`src/rtl/accel_pkg.sv`:
```
// Shared definitions for accel_dma: emesh packet layout, register map, copy FSM encoding.
// The optional done interrupt is built only when ACCEL_DMA_IRQ_EN is defined.
package accel_pkg;

    localparam int AW = 32;
    localparam int PW = 2 * AW + 40;

    localparam int P_WRITE   = 0;
    localparam int P_DMODE   = 1;
    localparam int P_CTRL    = 3;
    localparam int P_DSTADDR = 8;
    localparam int P_DATA    = 40;
    localparam int P_SRCADDR = 72;

    localparam logic [1:0]    DMODE_32   = 2'b10;
    localparam logic [AW-1:0] RETURN_TAG = 32'h8100_0000;

    localparam logic [2:0] REG_CTRL   = 3'd0;
    localparam logic [2:0] REG_SRC    = 3'd1;
    localparam logic [2:0] REG_DST    = 3'd2;
    localparam logic [2:0] REG_COUNT  = 3'd3;
    localparam logic [2:0] REG_STATUS = 3'd4;

    typedef enum logic [1:0] {
        ST_IDLE   = 2'd0,
        ST_RDREQ  = 2'd1,
        ST_RDWAIT = 2'd2,
        ST_WRREQ  = 2'd3
    } state_t;

    // Every packet this block issues is a 32-bit access with ctrlmode 0.
    function automatic logic [PW-1:0] pack_pkt(input logic          wr,
                                               input logic [AW-1:0] dst,
                                               input logic [AW-1:0] data,
                                               input logic [AW-1:0] src);
        logic [PW-1:0] p;
        p = '0;
        p[P_WRITE]            = wr;
        p[P_DMODE +: 2]       = DMODE_32;
        p[P_DSTADDR +: AW]    = dst;
        p[P_DATA +: AW]       = data;
        p[P_SRCADDR +: AW]    = src;
        return p;
    endfunction

endpackage

```
`src/rtl/accel_dma_regs.sv`:
```
// Register file for accel_dma: write decode, read response path and slave-side wait logic.
// With ACCEL_DMA_IRQ_EN defined, CTRL bit1 is an irq enable and irq = done & irq_enable.
module accel_dma_regs
    import accel_pkg::*;
(
    input  logic          clk,
    input  logic          nreset,
    input  logic          s_wr_access,
    input  logic [PW-1:0] s_wr_packet,
    output logic          s_wr_wait,
    input  logic          s_rd_access,
    input  logic [PW-1:0] s_rd_packet,
    output logic          s_rd_wait,
    output logic          s_rr_access,
    output logic [PW-1:0] s_rr_packet,
    input  logic          s_rr_wait,
    input  logic          busy,
    input  logic          done_set,
    output logic          start,
    output logic [AW-1:0] src_reg,
    output logic [AW-1:0] dst_reg,
    output logic [15:0]   count_reg,
    output logic          irq
);

    // Handshake: a transfer happens on the rising edge where access=1 and wait=0;
    // while wait=1 the sender holds access and packet unchanged.

    logic [2:0]    wr_off;
    logic [AW-1:0] wr_data;
    logic [2:0]    rd_off;
    logic [AW-1:0] rd_val;
    logic [AW-1:0] ctrl_val;
    logic          rd_accept;
    logic          done;

    assign wr_off    = s_wr_packet[P_DSTADDR + 2 +: 3];
    assign wr_data   = s_wr_packet[P_DATA +: AW];
    assign rd_off    = s_rd_packet[P_DSTADDR + 2 +: 3];
    assign s_wr_wait = 1'b0;
    assign s_rd_wait = s_rr_access & s_rr_wait;
    assign rd_accept = s_rd_access & ~s_rd_wait;
    assign start     = s_wr_access & ~busy & (wr_off == REG_CTRL) & wr_data[0];

    always_ff @(posedge clk) begin
        if (!nreset) begin
            src_reg   <= '0;
            dst_reg   <= '0;
            count_reg <= '0;
            done      <= 1'b0;
        end else begin
            if (s_wr_access && !busy) begin
                case (wr_off)
                    REG_SRC:   src_reg   <= wr_data;
                    REG_DST:   dst_reg   <= wr_data;
                    REG_COUNT: count_reg <= wr_data[15:0];
                    default:   ;
                endcase
            end
            // A completing copy outranks a simultaneous clear so the event is not lost.
            if (done_set)
                done <= 1'b1;
            else if (s_wr_access && (wr_off == REG_STATUS) && wr_data[1])
                done <= 1'b0;
        end
    end

`ifdef ACCEL_DMA_IRQ_EN
    logic irq_enable;

    always_ff @(posedge clk) begin
        if (!nreset)
            irq_enable <= 1'b0;
        else if (s_wr_access && !busy && (wr_off == REG_CTRL))
            irq_enable <= wr_data[1];
    end

    assign ctrl_val = {30'd0, irq_enable, 1'b0};
    assign irq      = done & irq_enable;
`else
    assign ctrl_val = '0;
    assign irq      = 1'b0;
`endif

    always_comb begin
        rd_val = '0;
        case (rd_off)
            REG_CTRL:   rd_val = ctrl_val;
            REG_SRC:    rd_val = src_reg;
            REG_DST:    rd_val = dst_reg;
            REG_COUNT:  rd_val = {16'd0, count_reg};
            REG_STATUS: rd_val = {30'd0, done, busy};
            default:    rd_val = '0;
        endcase
    end

    // Response swaps the addresses so it routes back to the requester.
    always_ff @(posedge clk) begin
        if (!nreset) begin
            s_rr_access <= 1'b0;
            s_rr_packet <= '0;
        end else if (rd_accept) begin
            s_rr_access <= 1'b1;
            s_rr_packet <= pack_pkt(1'b1, s_rd_packet[P_SRCADDR +: AW], rd_val,
                                    s_rd_packet[P_DSTADDR +: AW]);
        end else if (!s_rr_wait) begin
            s_rr_access <= 1'b0;
        end
    end

    logic unused_bits;
    assign unused_bits = ^{s_wr_packet[P_DSTADDR-1:0], s_wr_packet[P_DSTADDR +: 2],
                           s_wr_packet[P_DSTADDR + 5 +: AW - 5], s_wr_packet[P_SRCADDR +: AW],
                           wr_data[AW-1:16],
                           s_rd_packet[P_DSTADDR-1:0], s_rd_packet[P_DSTADDR +: 2],
                           s_rd_packet[P_DSTADDR + 5 +: AW - 5], s_rd_packet[P_DATA +: AW]};

endmodule

```
`src/rtl/accel_dma.sv`:
```
// accel_dma top: memory-to-memory word copy engine with one read outstanding at a time.
// Optional done interrupt selected by ACCEL_DMA_IRQ_EN (see accel_dma_regs).
module accel_dma
    import accel_pkg::*;
(
    input  logic          clk,
    input  logic          nreset,
    input  logic          s_wr_access,
    input  logic [PW-1:0] s_wr_packet,
    output logic          s_wr_wait,
    input  logic          s_rd_access,
    input  logic [PW-1:0] s_rd_packet,
    output logic          s_rd_wait,
    output logic          s_rr_access,
    output logic [PW-1:0] s_rr_packet,
    input  logic          s_rr_wait,
    output logic          m_rd_access,
    output logic [PW-1:0] m_rd_packet,
    input  logic          m_rd_wait,
    input  logic          m_rr_access,
    input  logic [PW-1:0] m_rr_packet,
    output logic          m_rr_wait,
    output logic          m_wr_access,
    output logic [PW-1:0] m_wr_packet,
    input  logic          m_wr_wait,
    output logic          irq,
    output state_t        dbg_state
);

    state_t        state;
    state_t        state_nxt;
    logic [AW-1:0] src_w;
    logic [AW-1:0] dst_w;
    logic [15:0]   cnt_w;
    logic [AW-1:0] data_q;
    logic          busy;
    logic          done_set;
    logic          start;
    logic [AW-1:0] src_reg;
    logic [AW-1:0] dst_reg;
    logic [15:0]   count_reg;

    assign busy      = (state != ST_IDLE);
    assign m_rr_wait = 1'b0;
    assign dbg_state = state;

    accel_dma_regs u_regs (
        .clk         (clk),
        .nreset      (nreset),
        .s_wr_access (s_wr_access),
        .s_wr_packet (s_wr_packet),
        .s_wr_wait   (s_wr_wait),
        .s_rd_access (s_rd_access),
        .s_rd_packet (s_rd_packet),
        .s_rd_wait   (s_rd_wait),
        .s_rr_access (s_rr_access),
        .s_rr_packet (s_rr_packet),
        .s_rr_wait   (s_rr_wait),
        .busy        (busy),
        .done_set    (done_set),
        .start       (start),
        .src_reg     (src_reg),
        .dst_reg     (dst_reg),
        .count_reg   (count_reg),
        .irq         (irq)
    );

    always_ff @(posedge clk) begin
        if (!nreset) begin
            state  <= ST_IDLE;
            src_w  <= '0;
            dst_w  <= '0;
            cnt_w  <= '0;
            data_q <= '0;
        end else begin
            state <= state_nxt;
            case (state)
                ST_IDLE: if (start && count_reg != 16'd0) begin
                    src_w <= src_reg;
                    dst_w <= dst_reg;
                    cnt_w <= count_reg;
                end
                ST_RDWAIT: if (m_rr_access) data_q <= m_rr_packet[P_DATA +: AW];
                ST_WRREQ: if (!m_wr_wait) begin
                    src_w <= src_w + 32'd4;
                    dst_w <= dst_w + 32'd4;
                    cnt_w <= cnt_w - 16'd1;
                end
                default: ;
            endcase
        end
    end

    always_comb begin
        state_nxt   = state;
        m_rd_access = 1'b0;
        m_wr_access = 1'b0;
        done_set    = 1'b0;
        case (state)
            ST_IDLE: if (start) begin
                if (count_reg != 16'd0) state_nxt = ST_RDREQ;
                else                    done_set  = 1'b1;
            end
            ST_RDREQ: begin
                m_rd_access = 1'b1;
                if (!m_rd_wait) state_nxt = ST_RDWAIT;
            end
            ST_RDWAIT: if (m_rr_access) state_nxt = ST_WRREQ;
            ST_WRREQ: begin
                m_wr_access = 1'b1;
                if (!m_wr_wait) begin
                    if (cnt_w == 16'd1) begin
                        state_nxt = ST_IDLE;
                        done_set  = 1'b1;
                    end else begin
                        state_nxt = ST_RDREQ;
                    end
                end
            end
            default: state_nxt = ST_IDLE;
        endcase
    end

    // Packets are zeroed when idle so nothing but access-qualified content is visible.
    assign m_rd_packet = m_rd_access ? pack_pkt(1'b0, src_w, '0, RETURN_TAG) : '0;
    assign m_wr_packet = m_wr_access ? pack_pkt(1'b1, dst_w, data_q, '0) : '0;

    logic unused_rr;
    assign unused_rr = ^{m_rr_packet[P_DATA-1:0], m_rr_packet[P_SRCADDR +: AW]};

endmodule

```
`config.mk`:
```
export PLATFORM = sky130hd
export DESIGN_NAME = accel_dma
export DESIGN_NICKNAME = d
export VERILOG_FILES = /design/src/rtl/accel_pkg.sv /design/src/rtl/accel_dma_regs.sv /design/src/rtl/accel_dma.sv
export SDC_FILE = /design/constraint.sdc
export NUM_CORES = 1
export LEC_CHECK = 0
export ABC_AREA = 1
export CORE_AREA = 2 2 247 249
export DETAILED_ROUTE_END_ITERATION = 10
export DIE_AREA = 0 0 249 251
export PLACE_DENSITY = 0.58
export SLEW_MARGIN = 40
export SYNTH_ARGS = -nofsm -noshare
export SYNTH_HDL_FRONTEND = slang
export SYNTH_HIERARCHICAL = 1
export SYNTH_SLANG_ARGS = --single-unit
```
`constraint.sdc`:
```
create_clock -name clk -period 3.7 [get_ports clk]
set_input_delay 0.555 -clock clk [delete_from_list [all_inputs] [get_ports clk]]
set_output_delay 0.555 -clock clk [all_outputs]
set_load 0.005 [all_outputs]
```
; ---- Word-level counts from Yosys, hierarchy flattened
; Cells that the tools add are included.
[word_totals]
word_cells = 87
input_bits = 320
register_bits = 294
out_inout_bits = 321
[classes]
n_eq_ne = 19
mux = 30
add_sub_neg = 3
reduce_logical = 17
n_bitwise = 7
[op_table]
columns = operator, n
row1 = $mux W32, 4
row2 = $pmux W32 S2, 2
row3 = $pmux W32 S4, 1
row4 = $mux W104, 1
row5 = $mux W72, 1
row6 = $add A32 B3 Y32 const B, 2
row7 = $mux W16, 2
row8 = $pmux W16 S2, 1
row9 = $eq A16 B1 Y1 const B, 1
row10 = $reduce_bool A16 Y1, 1
row11 = $sub A16 B1 Y16 const B, 1
row12 = $eq A3 B2 Y1 const B, 4
row13 = $ne A2 B2 Y1 const B, 6
row14 = $mux W1, 11
row15 = $mux W2, 5
row16 = $pmux W2 S4, 1
row17 = $reduce_and A2 Y1, 4
row18 = $eq A3 B1 Y1 const B, 2
row19 = $eq A3 B3 Y1 const B, 2
row20 = $reduce_bool A2 Y1, 3
row21 = $and A1 B1 Y1, 5
row22 = $reduce_and A5 Y1, 1
row23 = $eq A2 B2 Y1 const B, 2
row24 = $logic_and A1 B1 Y1, 4
row25 = 8 further kinds, 9

; ---- Logic depth before layout (Yosys ltp)
; Gate-level depths: netlist of run 1.
[depth]
depth_word = 8
depth_mapped = 14
ltp_nobuf = 13

; ---- By module
; Netlist of run 1, hierarchy kept.
[modules_own_cells]
columns = module, cells_per_inst, n_inst, seq_area_each_um2, area_per_inst_um2
row1 = accel_dma, 1493, 1, 2282.2, 8516.9
row2 = accel_dma_regs, 913, 1, 3583.4, 6869.1

; ---- Worst setup path before layout of run 1
; Ideal clock, no wire load.
[synth_timing]
path_kind = flip-flop to flip-flop
from = register state[0] (netlist: dbg_state[0])
to = register dst_w[16]
setup_time_ns = 0.117
setup_slack_ns = 1.598
path_stages_with_launch = 14
t_required_ns = 3.583
t_arrival_ns = 1.985
path_cell_list = dfxtp_1 inv_1 ha_1 inv_1 nor3_4 inv_1 nor2_1 nor2_1 a21oi_1 nand3_1 buf_2 buf_2 nor3_1 nor2_1
[synth_between]
elab_chain_cells = 8
word_cells_on_any_way = 13
[synth_rtl]
columns = element, line
row1 = from (decl), accel_dma.sv:30  ; state_t state;
row2 = from (signal assigned), accel_dma.sv:76  ; state <= state_nxt;
row3 = $reduce_bool A2 Y1, accel_dma.sv:43  ; assign busy = (state != ST_IDLE);
row4 = net busy, accel_dma.sv:36  ; logic busy;
row5 = $not A1 Y1, accel_dma_regs.sv:43  ; assign start = s_wr_access & ~busy & (wr_off == REG_CTRL) & wr_data[0];
row6 = $and A1 B1 Y1 (3 in a row), accel_dma_regs.sv:43
row7 = net start, accel_dma.sv:38  ; logic start;
row8 = $logic_and A1 B1 Y1, accel_dma.sv:78  ; ST_IDLE: if (start && count_reg != 16'd0) begin
row9 = $ne A2 B2 Y1 (no source line), --
row10 = $reduce_and A3 Y1 (no source line), --
row11 = to (signal assigned), accel_dma.sv:80  ; dst_w <= dst_reg;
row12 = to (signal assigned), accel_dma.sv:86  ; dst_w <= dst_w + 32'd4;
row13 = to (decl), accel_dma.sv:33  ; logic [AW-1:0] dst_w;
; The timed path passes the listed nets, and every way through them passes these cells.
; A chain may end at the register's enable or synchronous reset.

; ---- Worst setup path in the final report of run 1
[layout_timing]
from = register state[0] (netlist: dbg_state[0])
to = output port m_wr_packet[10]
[layout_between]
elab_chain_cells = 3
[layout_rtl]
columns = element, line
row1 = $eq A2 B2 Y1, accel_dma.sv:99  ; case (state)
row2 = $mux W1, accel_dma.sv:99
row3 = $mux W72, accel_dma.sv:126  ; assign m_wr_packet = m_wr_access ? pack_pkt(1'b1, dst_w, data_q, '0) : '0;
row4 = to (decl), accel_dma.sv:24  ; output logic [PW-1:0] m_wr_packet,
; Every way passes these cells.

==> impl_metrics.toml, run 1 <==
[cts]
tritoncts = "built"
cts.htree.levels = 2
cts_buffers = 37
clockBufferDepth = 3
postCtsSetupBuffers = 0
cts.sinks = 293
cts_hold_buf = 0
clock_latency_ns = 0.56
cts_resized = 0
cts_root_buffer = "clkbuf_16"
clk_transition_reported_paths_ns = 0.06

[sta]
max_freq_ghz = 0.3144
slew_violations = 0
final.setup.tns_ns = 0
rsz0062_at_grt = "no"
relSlewSlack = 0.5303
fin_crit_sh = 0.8596
fin_skew_ns = 0.02176
hold_viol_final = 0
setup_violations = 0
worst_pin_slew_ns = 0.7045
post-route-min-period_ns = 3.181

[layout]
final_common_cell = "nand2_1"
final_cell_count_no_fill = 3487
largest_reg_flops = 97
drive_gt1_frac = 0.04366
regMostFlops = "u_regs/s_rr_packet"
synthToLayoutAreaGrowth_pct = 31.25
nets = 3009
final_cell_area_sq_um = 20190
final_cell_mix = "561 x nand2_1, 535 x nor2_1, 342 x clkdlybuf4s50_1"

[setup_path]
slowest_stage = "ha_4"
crit_type = "reg2out"
arrival_ns = 2.63
worstRegToRegCells = 14
setup.worst_path.end_class = "output port"
worst_ep_required_time_ns = 3.14
worstPathCellList = "ha_4, buf_4, nand2_1, inv_1, clkdlybuf4s50_1"
start_kind = "flop"
cp_max_fo = 39
critPathMaxStageDelay_ns = 0.56

[floorplan]
die_width_um = 249
fp.dieArea_sq_um = 62500
rows = 90
initial_utilization = 0.2573
ios = 641
placeableCoreArea_sq_um = 59790
die_h_um = 251

[grt]
antenna_found_initial = 7
grt_pass1_vias = 14330
grt_pass1_wl_um = 84970
grt_max_degree = 97
track_usage = 0.1723
overflow = 0

[pwr]
p_int_uw = 6958
vdd_ir_drop_max_uv = 378.5
power_frac_clock = 0.349
leakage_uw = 0.008233
pwr-share-comb = 0.270
switching_share = 0.3532
powerDensity_nw_per_um2 = 532.7
p_switching_uw = 3799
p_seq_frac = 0.381
power_uw = 10760

[min_path]
hold_depth = 3
hold_path.class = "in2reg"

[route]
drc = 0
drtIter0Drc = 1102
vias_per_cell = 4.411
first_pass_iters = 5
wirelength_um = 55440
wl_per_cell_um = 15.90
num_vias = 15380
ant_nets = 0

[place]
dp.cells = 3423
place_hpwl_um = 40690
place_area_sq_um = 18950
gp_congestion = 0.8993
port_buffers = 343

[yosys]
yosys_warnings = 6
synthDominantCellAreaShare = 0.3812
yosys.area.top_type = "dfxtp_1"
syn_area_per_cell_sq_um = 6.395
synth-seq-cells = 293
synthArstFlopShare = 0
synth_edf_count = 0
netlist_top_cells_area = "dfxtp_1 38%, nand2_1 14%, nor2_1 13%"
synth_ff_type = "dfxtp_1"
syn_inst = 2406
synth_seq_area_share = 0.3812
ys_types = 37
netlist_area_sq_um = 15390

[job]
maxCapViolCount = 0

[run_status]
outcome = "finished clean"
[routing by layer]
layer,track usage,wire length [um],vias up,part of all wire
met5,0,55,-,0.00099
met4,0.04779,1232,8,0.022
met3,0.05229,4491,80,0.081
met2,0.2904,25770,471,0.46
met1,0.2122,23880,6931,0.43
li1,-,-,7892,-
[critical path, delay by kind of cell (launching register included)]
kind | cells | cell delay, ns
buf+inv | 3 | 0.91
fa+ha+maj | 1 | 0.56
flops | 1 | 0.48
simple gates | 1 | 0.07
[cell type report]
class / instances / area [sq um]
Fill cell: 6556 / 39600
Multi-Input combinational cell: 1784 / 7682
Sequential cell: 293 / 5866
Timing Repair Buffer: 371 / 3695
Clock buffer: 49 / 1042
Tap cell: 782 / 978.4
Inverter: 193 / 725.7
Clock inverter: 13 / 200.2
Antenna cell: 2 / 5.005
[final timing paths]
kind / slack, ns / start / endpoint
setup / recovery: 0.52 / dbg_state[0]$_SDFFE_PN0P_ / m_wr_packet[10]
setup reg to reg: 0.80 / dbg_state[0]$_SDFFE_PN0P_ / dst_w[30]$_SDFFE_PN0P_
hold / removal: 0.46 / nreset / dst_w[20]$_SDFFE_PN0P_
hold reg to reg: 0.47 / u_regs/s_rr_packet[70]$_SDFFE_PN0P_ / u_regs/s_rr_packet[70]$_SDFFE_PN0P_
[cell families (layout without fill, tap and decap cells)]
logic type      Yosys count  count (layout)  synth area share
fa+ha+maj                 9               9          0.007319
buf+inv                 443             626            0.1486
compound gates          383             383            0.1271
simple gates           1274            1274            0.3341
other cells               2             118         0.0004881
flops                   293             293            0.3812
xor+xnor                  2               2          0.001139
[synthesized netlist by cell type, types with 6 or more instances]
cell        n
inv_1     186
nand4_1    28
buf_4     131
clkbuf_1   62
a21oi_1   110
nor2_1    535
nand2_1   562
buf_6      11
inv_2       6
ha_1        9
o21ai_0   235
nor3_1     13
buf_1       7
buf_2      38
dfxtp_1   293
o21ai_1    21
nand3_1   109
[stage by stage]
stage	utilization	hold slack (ns)	setup slack, ns
3_5_place_dp	0.3169	0.4552	0.7354
4_1_cts	0.3376	0.4641	0.4510
2_1_floorplan	-	0.4384	1.598
6_report	0.3377	0.4557	0.5194
3_3_place_gp	0.3169	0.4498	0.7527
5_1_grt	0.3376	0.4839	0.3455
[power groups by stage]
stage,clock network [uW],logic (uW),registers (uW)
6_report,3760,2900,4100
5_1_grt,3980,3320,4170
3_5_place_dp,0,2890,4160
2_1_floorplan,0,2090,3990
3_3_place_gp,0,2880,4160
4_1_cts,3870,2910,4090
Power figures use the tool's default switching activity.
==> run 2, diff against run 1 <==
--- a/config.mk
+++ b/config.mk
@@ -6,10 +6,10 @@
 export NUM_CORES = 1
 export LEC_CHECK = 0
 export ABC_AREA = 1
-export CORE_AREA = 2 2 247 249
+export CORE_AREA = 10 10 241 243
 export DETAILED_ROUTE_END_ITERATION = 10
-export DIE_AREA = 0 0 249 251
-export PLACE_DENSITY = 0.58
+export DIE_AREA = 0 0 251 253
+export PLACE_DENSITY = 0.63
 export SLEW_MARGIN = 40
 export SYNTH_ARGS = -nofsm -noshare
 export SYNTH_HDL_FRONTEND = slang
==> run 2 against run 1 <==
  * Register-to-register slack better by 0.19 ns
  * Largest power group unchanged
  * First-iteration DRC count down 14%
  * Final area down 1.4%
  * Combinational power up 1%
  * Clock power down 8.8%
  * Die area up 1.6%
  * Clock skew down 0.0040 ns
==> impl_metrics.toml, run 2 (synthesis results as in run 1) <==
[cts]
cts.htree.levels = 2
clockBufferDepth = 3
cts_resized = 0
clock_latency_ns = 0.55
cts_hold_buf = 0
cts.sinks = 293
cts_root_buffer = "clkbuf_16"
postCtsSetupBuffers = 0
cts_buffers = 35
tritoncts = "built"
clk_transition_reported_paths_ns = 0.06

[setup_path]
cp_top_family = "buffers and inverters"
reg2reg_slack_ns = 0.99
critPathMaxStageDelay_ns = 0.56
crit_cells = 5
worstSetupEndpoint = "m_wr_packet[13]"
worst_ep_required_time_ns = 3.14
slowest_stage = "clkdlybuf4s50_1"
critPathBufInv = 3
setup.worst_path.end_class = "output port"
rr_startpoint = "dbg_state[1]$_SDFFE_PN0P_"
cp-startpoint = "dbg_state[1]$_SDFFE_PN0P_"
start_kind = "flop"
cp_max_fo = 75
worstReg2RegEnd = "src_w[22]$_SDFFE_PN0P_"
arrival_ns = 2.43
worstRegToRegCells = 13
worstPathCellList = "ha_4, buf_12, nand2_1, inv_1, clkdlybuf4s50_1"
crit_type = "reg2out"

[sta]
final.setup.tns_ns = 0
hold_slack_ns = 0.4627
post-route-min-period_ns = 2.988
rsz0062_at_grt = "no"
worst_pin_slew_ns = 0.7193
relSlewSlack = 0.5205
hold_viol_final = 0
max_freq_ghz = 0.3347
slew_violations = 0
setup_violations = 0
fin_skew_ns = 0.01774
fin_crit_sh = 0.8075

[layout]
utilization = 0.3739
final_cell_area_sq_um = 19920
regMostFlops = "u_regs/s_rr_packet"
largest_reg_flops = 97
final_cell_count_no_fill = 3397
drive_gt1_frac = 0.04042
multi_input_area_sq_um = 7682
final_common_cell = "nand2_1"
synthToLayoutAreaGrowth_pct = 29.47
fillers = 5836
nets = 3003
seq_area_sq_um = 5866
final_cell_mix = "561 x nand2_1, 535 x nor2_1, 342 x clkdlybuf4s50_1"

[job]
maxCapViolCount = 0

[pwr]
powerDensity_nw_per_um2 = 524.6
p_seq_frac = 0.390
p_switching_uw = 3776
power_frac_clock = 0.328
pwr-share-comb = 0.281
vdd_ir_drop_max_uv = 564.1
p_int_uw = 6674
switching_share = 0.3613
leakage_uw = 0.008150

[route]
ant_nets = 0
vias_per_cell = 4.602
wirelength_um = 58220
drtIter0Drc = 948
wl_per_cell_um = 17.14
drc = 0
first_pass_iters = 6
num_vias = 15630

[floorplan]
initial_utilization = 0.2888
die_width_um = 251
die_h_um = 253
fp.dieArea_sq_um = 63500
placeableCoreArea_sq_um = 53280
rows = 85
ios = 641

[grt]
grt_pass1_wl_um = 87780
antenna_found_initial = 6
grt_max_degree = 104
grt_pass1_vias = 14680
track_usage = 0.1741
overflow = 0

[place]
gp_congestion = 0.8911
place_hpwl_um = 42750
place_area_sq_um = 18800
port_buffers = 343
dp.cells = 3333

[min_path]
hold_path.class = "reg2reg"

[run_status]
outcome = "finished clean"
## run 2: cell count changes in the layout (fill, tap and decap cells not counted), sizes merged
cell / delta
buf: -4
bufinv: -3
clkbuf: +3
diode: +2
clkinv: -1
clkinvlp: -1
## run 2: layer usage
metal / GRT usage / part of all wire / vias up
met2: 0.2828 / 0.46 / 555
met3: 0.06603 / 0.10 / 84
met5: 0 / 0.00084 / -
met4: 0.06850 / 0.032 / 6
li1: - / - / 7881
met1: 0.2037 / 0.40 / 7106
## run 2: layout make-up
class                           count  area share
Multi-Input combinational cell   1784      0.3857
Timing Repair Buffer              367      0.1837
Antenna cell                        4   0.0005025
Clock buffer                       52     0.05119
Sequential cell                   293      0.2945
Tap cell                          696     0.04372
Inverter                          193     0.03643
Clock inverter                      8    0.004334
## run 2: power by group through the flow
stage / Combinational, uW / Sequential, uW / Clock, uW
6_report: 2940 / 4080 / 3430
5_1_grt: 3350 / 4140 / 3640
4_1_cts: 2930 / 4070 / 3520
3_5_place_dp: 2920 / 4140 / 0
3_3_place_gp: 2890 / 4130 / 0
2_1_floorplan: 2090 / 3990 / 0
## run 2: tightest hold or removal path, delay by kind of cell (launching register included)
kind             cells  cell delay (ns)
AO/OA/AOI/OAI        1             0.05
flip-flops           1             0.31
AND/OR/NAND/NOR      1             0.06
## run 2: worst min path at each step
| stage | startpoint | endpoint | depth (start not counted) |
|---|---|---|---|
| global placement | u_regs/s_rr_packet[57]$_SDFFE_PN0P_ | u_regs/s_rr_packet[57]$_SDFFE_PN0P_ | 2 |
| detailed placement | u_regs/s_rr_packet[63]$_SDFFE_PN0P_ | u_regs/s_rr_packet[63]$_SDFFE_PN0P_ | 2 |
| global route | u_regs/s_rr_packet[46]$_SDFFE_PN0P_ | u_regs/s_rr_packet[46]$_SDFFE_PN0P_ | 2 |
| finish | u_regs/s_rr_packet[50]$_SDFFE_PN0P_ | u_regs/s_rr_packet[50]$_SDFFE_PN0P_ | 2 |
| floorplan | u_regs/dst_reg[16]$_SDFFE_PN0P_ | u_regs/dst_reg[16]$_SDFFE_PN0P_ | 2 |
| CTS | u_regs/s_rr_packet[43]$_SDFFE_PN0P_ | u_regs/s_rr_packet[43]$_SDFFE_PN0P_ | 2 |
## run 2: stage by stage
stage,setup WS (ns),power (uW)
2_1_floorplan,1.598,6084
3_3_place_gp,0.8658,7024
3_5_place_dp,0.8284,7057
4_1_cts,0.6664,10530
5_1_grt,0.5769,11130
6_report,0.7122,10450
